### src/rtl/vga_sync_gen.sv
// VGA timing source: pixel/line counters with sync, visibility and start pulses.
// Every output is registered from the next-state counters, so all describe the same pixel.
module vga_sync_gen #(
  parameter int H_VISIBLE = 640,
  parameter int H_FRONT   = 16,
  parameter int H_SYNC    = 96,
  parameter int H_BACK    = 48,
  parameter int V_VISIBLE = 480,
  parameter int V_FRONT   = 10,
  parameter int V_SYNC    = 2,
  parameter int V_BACK    = 33,
  parameter int SYNC_POL  = 0
) (
  input  logic        clk,
  input  logic        rst,
  input  logic        pix_en,
  output logic        h_sinc,
  output logic        v_sinc,
  output logic [10:0] countH,
  output logic [10:0] countV,
  output logic        visible,
  output logic        line_start,
  output logic        frame_start
);

  localparam logic [10:0] H_LAST     = 11'(H_VISIBLE + H_FRONT + H_SYNC + H_BACK - 1);
  localparam logic [10:0] V_LAST     = 11'(V_VISIBLE + V_FRONT + V_SYNC + V_BACK - 1);
  localparam logic [10:0] H_VIS      = 11'(H_VISIBLE);
  localparam logic [10:0] V_VIS      = 11'(V_VISIBLE);
  localparam logic [10:0] H_SYNC_BEG = 11'(H_VISIBLE + H_FRONT);
  localparam logic [10:0] H_SYNC_END = 11'(H_VISIBLE + H_FRONT + H_SYNC - 1);
  localparam logic [10:0] V_SYNC_BEG = 11'(V_VISIBLE + V_FRONT);
  localparam logic [10:0] V_SYNC_END = 11'(V_VISIBLE + V_FRONT + V_SYNC - 1);
  localparam logic        SYNC_ACT   = 1'(SYNC_POL);

  logic [10:0] next_h_s;
  logic [10:0] next_v_s;
  logic        line_s;
  logic        frame_s;
  logic        h_act_s;
  logic        v_act_s;
  logic        vis_s;

  // Next pixel position and the start pulses produced by this strobe
  always_comb begin
    next_h_s = countH;
    next_v_s = countV;
    line_s   = 1'b0;
    frame_s  = 1'b0;
    if (pix_en) begin
      if (countH == H_LAST) begin
        next_h_s = 11'd0;
        line_s   = 1'b1;
        if (countV == V_LAST) begin
          next_v_s = 11'd0;
          frame_s  = 1'b1;
        end else begin
          next_v_s = countV + 11'd1;
        end
      end else begin
        next_h_s = countH + 11'd1;
      end
    end else begin
      next_h_s = countH;
      next_v_s = countV;
    end
  end

  // Sync windows and visible area decoded from the next position
  always_comb begin
    h_act_s = (next_h_s >= H_SYNC_BEG) && (next_h_s <= H_SYNC_END);
    v_act_s = (next_v_s >= V_SYNC_BEG) && (next_v_s <= V_SYNC_END);
    vis_s   = (next_h_s < H_VIS) && (next_v_s < V_VIS);
  end

  // Output registers; reset parks at (0,0) with sync inactive and no pulses
  always_ff @(posedge clk) begin
    if (rst) begin
      countH      <= 11'd0;
      countV      <= 11'd0;
      h_sinc      <= ~SYNC_ACT;
      v_sinc      <= ~SYNC_ACT;
      visible     <= 1'b1;
      line_start  <= 1'b0;
      frame_start <= 1'b0;
    end else begin
      countH      <= next_h_s;
      countV      <= next_v_s;
      h_sinc      <= h_act_s ? SYNC_ACT : ~SYNC_ACT;
      v_sinc      <= v_act_s ? SYNC_ACT : ~SYNC_ACT;
      visible     <= vis_s;
      line_start  <= line_s;
      frame_start <= frame_s;
    end
  end

endmodule

### config.mk
export PLATFORM = sky130hd
export DESIGN_NAME = vga_sync_gen
export DESIGN_NICKNAME = d
export VERILOG_FILES = /design/src/rtl/vga_sync_gen.sv
export SDC_FILE = /design/constraint.sdc
export NUM_CORES = 1
export LEC_CHECK = 0
export ABC_CLOCK_PERIOD_IN_PS = 2400
export CORE_MARGIN = 2
export CORE_UTILIZATION = 44
export CTS_CLUSTER_SIZE = 28
export DETAILED_ROUTE_END_ITERATION = 10
export DONT_BUFFER_PORTS = 1
export SLEW_MARGIN = 0
export SYNTH_ARGS = -nofsm -noshare
export SYNTH_HDL_FRONTEND = slang
export SYNTH_SLANG_ARGS = --single-unit
### constraint.sdc
create_clock -name clk -period 2.4 [get_ports clk]
set_input_delay 0.48 -clock clk [delete_from_list [all_inputs] [get_ports clk]]
set_output_delay 0.48 -clock clk [all_outputs]
set_load 0.005 [all_outputs]
==> PnR_summary.wiki <==
{| class="wikitable"
! Metric !! Value
|-
| Number of failing setup endpoints in the final timing report || 0
|-
| Number of primary I/O pins || 30
|-
| Overall die area || ~3700 sq um
|-
| Switching power || 0.137 mW
|-
| Initial cell density of the core || 0.466
|-
| Flip-flop and latch count after synthesis || 27
|-
| Placeable Area || 3080 sq um
|-
| Area growth syn-to-layout || 5.67%
|-
| Post-CTS clock slew at the launch and capture registers of the worst setup and hold paths || 0.14 ns
|-
| Sort of element at the start of the critical path || register
|-
| Min Tclk post-route || 2.11 ns
|-
| Initial antenna violation count || 0
|-
| Syn Nets || 177
|-
| Fill cell total of the finished layout || ~310
|-
| Clock Tree Buf Depth || 2
|-
| Worst slew margin relative to its limit || 0.744
|-
| N_diodes || 0
|-
| Clock Power Share || 0.294
|-
| Cell count after synthesis || about 170
|-
| Number of nets in the finished design || 179
|-
| Switching fraction of total power || 0.208
|-
| Die Ht || 61.1 um
|-
| Final wirelength || approximately 3300 um
|-
| Clock root cell || sky130_fd_sc_hd__clkbuf_4
|-
| Part of the cycle the worst path needs || 0.881
|-
| Maximum number of pins on one net before global-route repair || 21
|-
| Number of synthesized flops with an enable pin || 0
|-
| TritonCTS clock tree || yes
|-
| Slowest Stage Delay on Critical Path || about 0.45 ns
|-
| Detailed-route wire length per cell || 15.1 um
|-
| Accumulated negative setup slack || 0 ns
|-
| Placement Rows || 20
|-
| Remaining design rule violation count || 0
|-
| Number of distinct standard cells referenced by the synthesized netlist || 42
|-
| Capturing element type of the critical path || register
|-
| Worst vdd ir || between 0.0002 and 0.00025 V
|-
| Routed via count divided by cell count || 5.63
|-
| Seq/Total Area, Yosys || 0.377
|-
| Hold slack final || about 0.2 ns
|-
| Summed instance area of the synthesized netlist || 1440 sq um
|-
| Power per unit of standard cell area || 434 nW/um^2
|-
| Vias in the first global route || around 1,200
|-
| Data arrival time at the worst-slack endpoint || 2.32 ns
|-
| Leakage || 0.492 nW
|-
| Number of buffers inserted by post-CTS setup repair || 0
|-
| Port bufs || 0
|-
| Weighted congestion reported at the end of routability-driven placement || 0.838
|-
| Yosys warning count || 0
|-
| Skew final || 0.00735 ns
|-
| GR Util All Layers || 0.194
|-
| Highest clock frequency the design can meet || 473 MHz
|-
| DRT Pass-1 Iters || 4
|-
| Portion of total power attributed to sequential cells || 0.691
|-
| Number of clock sinks || 27
|-
| RSZ-0062 raised after global routing || no
|-
| Antenna-violating nets left || 0
|-
| Cell-by-cell listing of the critical path || ha_1 -> and2_1 -> and4_2 -> and2_1 -> nand3_1 -> xor2_1 -> nand4_1
|-
| Total half-perimeter wirelength after legalization and detailed placement || between 2000 and 2500 um
|-
| Share of cells above drive strength 1 || 0.0930
|-
| Transition time of the tightest slew-check pin || 0.381 ns
|-
| Critical-path top delay cell || sky130_fd_sc_hd__dfxtp_1
|-
| Reported max-cap violation count || 0
|-
| Via count of the routed design || 1,216
|-
| Global-route congestion overflow total || 0
|-
| Hold WC Path Type || in2reg
|-
| Run status || completed
|-
| Most instantiated flip-flop cell in the synthesis netlist || sky130_fd_sc_hd__dfxtp_1
|-
| Number of max-slew violations in the final report || 0
|-
| Relative contribution of combinational cells to total power || 0.015
|-
| Critical path class || reg2reg
|-
| Die boundary width || 61.1 um
|-
| Required time of the critical path || 2.61 ns
|-
| Number of levels the H-tree was split into || 1
|-
| Cell repeated most along the worst path || sky130_fd_sc_hd__and2_1
|-
| Later-pin clock latency in the skew report || between 0.3 and 0.4 ns
|-
| Total power || around 0.66 mW
|-
| DR iter-0 viols || 70
|-
| Int Pwr || 0.521 mW
|-
| Fraction of registers with async set or reset after synthesis || 0
|-
| CTS buffer count || 3
|-
| Largest driver fanout on the critical path || 10
|-
| Number of failing hold endpoints at the final stage || 0
|-
| Global-route wire length before repair || around 5500 um
|-
| Avg Cell Area, Syn || 8.39 sq um
|}
metrics by stage:
| step | util | instance area [sq um] | setup WS (ns) | std cells |
|---|---|---|---|---|
| final | 0.493 | 1520 | 0.285 | 216 |
| after global routing | 0.493 | 1520 | 0.0650 | 216 |
| after CTS | 0.492 | 1520 | 0.214 | 216 |
| after detailed placement | 0.484 | 1490 | 0.246 | 212 |
| after global placement | 0.484 | 1490 | 0.237 | 212 |
| after floorplan | - | 1440 | 0.501 | 171 |
layer usage:
layer | routed length, um | track usage | vias up
li1 | - | - | 619
met1 | 1380 | 0.241 | 567
met2 | 1670 | 0.336 | 28
met3 | 190 | 0.0441 | 2
met4 | 19 | 0.0559 | 0
met5 | 0 | 0 | -
synthesized netlist by cell type, types with 2 or more instances:
cell / n / area (sq um)
sky130_fd_sc_hd__dfxtp_1: 27 / 541
sky130_fd_sc_hd__nor2_1: 21 / 78.8
sky130_fd_sc_hd__nand2_1: 16 / 60.1
sky130_fd_sc_hd__nand3_1: 11 / 55.1
sky130_fd_sc_hd__nor3_1: 9 / 45.0
sky130_fd_sc_hd__nand4_1: 8 / 50.1
sky130_fd_sc_hd__xnor2_1: 7 / 61.3
sky130_fd_sc_hd__xor2_1: 7 / 61.3
sky130_fd_sc_hd__a21oi_1: 5 / 25.0
sky130_fd_sc_hd__buf_2: 4 / 20.0
sky130_fd_sc_hd__a21boi_0: 3 / 22.5
sky130_fd_sc_hd__and2_1: 3 / 18.8
sky130_fd_sc_hd__and3_1: 3 / 18.8
sky130_fd_sc_hd__and4_1: 3 / 26.3
sky130_fd_sc_hd__clkbuf_1: 3 / 11.3
sky130_fd_sc_hd__ha_1: 3 / 37.5
sky130_fd_sc_hd__mux2i_1: 3 / 30.0
sky130_fd_sc_hd__nor2b_1: 3 / 18.8
sky130_fd_sc_hd__o21ai_0: 3 / 15.0
sky130_fd_sc_hd__o22ai_1: 3 / 18.8
sky130_fd_sc_hd__a22o_1: 2 / 17.5
sky130_fd_sc_hd__inv_1: 2 / 7.51
sky130_fd_sc_hd__nand2b_1: 2 / 12.5
sky130_fd_sc_hd__nand4b_1: 2 / 17.5
final timing paths:
path / slack (ns) / cells after the start / end / from
worst max-delay path: 0.29 / 7 / v_sinc$_SDFF_PP1_ / countH[0]$_SDFF_PP0_
worst min-delay path: 0.21 / 1 / countH[0]$_SDFF_PP0_ / rst
worst max register to register: 0.29 / 7 / v_sinc$_SDFF_PP1_ / countH[0]$_SDFF_PP0_
worst min register to register: 0.57 / 2 / countH[1]$_SDFF_PP0_ / countH[1]$_SDFF_PP0_
layout make-up:
cell class	instances	area, sq um	area share
Clock buffer	4	26.3	0.0173
Inverter	2	7.51	0.00495
Multi-Input combinational cell	135	857	0.565
Sequential cell	27	541	0.356
Tap cell	44	55.1	0.0363
Timing Repair Buffer	4	30.0	0.0198
kinds of logic after synthesis:
logic type / synth area share
xor+xnor: 0.0854
mux: 0.0209
buf+inv: 0.0270
simple gates: 0.340
flops: 0.377
compound gates: 0.124
fa+ha+maj: 0.0262
power groups by stage:
| stage | clock network [mW] | registers (mW) | logic, mW |
|---|---|---|---|
| 3_3_place_gp | 0 | 0.464 | 0.00983 |
| 5_1_grt | 0.226 | 0.455 | 0.0117 |
| 6_report | 0.194 | 0.455 | 0.0102 |
| 3_5_place_dp | 0 | 0.464 | 0.0102 |
| 2_1_floorplan | 0 | 0.464 | 0.0136 |
| 4_1_cts | 0.199 | 0.455 | 0.0103 |
layout by cell type, fill, tap and decap left out, drive strengths merged, types with 2 or more instances in the layout:
| cell | instances |
|---|---|
| ha | 3 |
| o22ai | 3 |
| buf | 4 |
| and3 | 3 |
| nand2 | 16 |
| nand4b | 2 |
| a21boi | 3 |
| and4 | 3 |
| nor2b | 3 |
| o21ai | 4 |
| dfxtp | 27 |
| nor2 | 21 |
| nor3 | 10 |
| inv | 2 |
| a21oi | 5 |
| mux2i | 3 |
| xnor2 | 7 |
| and2 | 4 |
| nand2b | 2 |
| nand4 | 8 |
| nand3 | 11 |
| clkbuf | 4 |
| xor2 | 7 |
| a22o | 2 |
flip-flops by register name, indices dropped and copies added (netlist names):
signal and cells:
v_sinc 1, h_sinc 1, frame_start 1, countH 11, line_start 1, countV 11, visible 1
repair_timing:
item                                    CTS  global route
hold buffers                              0             0
endpoints found under the setup margin    0             1
resized for setup                         0             1
critical path, delay by kind of cell, from the launching register on:
family                   cells  cell delay, ns
AND/OR/NAND/NOR              5            1.10
flip-flops                   1            0.45
adder cells (fa/ha/maj)      1            0.23
XOR/XNOR                     1            0.22
No activity file was read; power rests on OpenSTA's default activity.
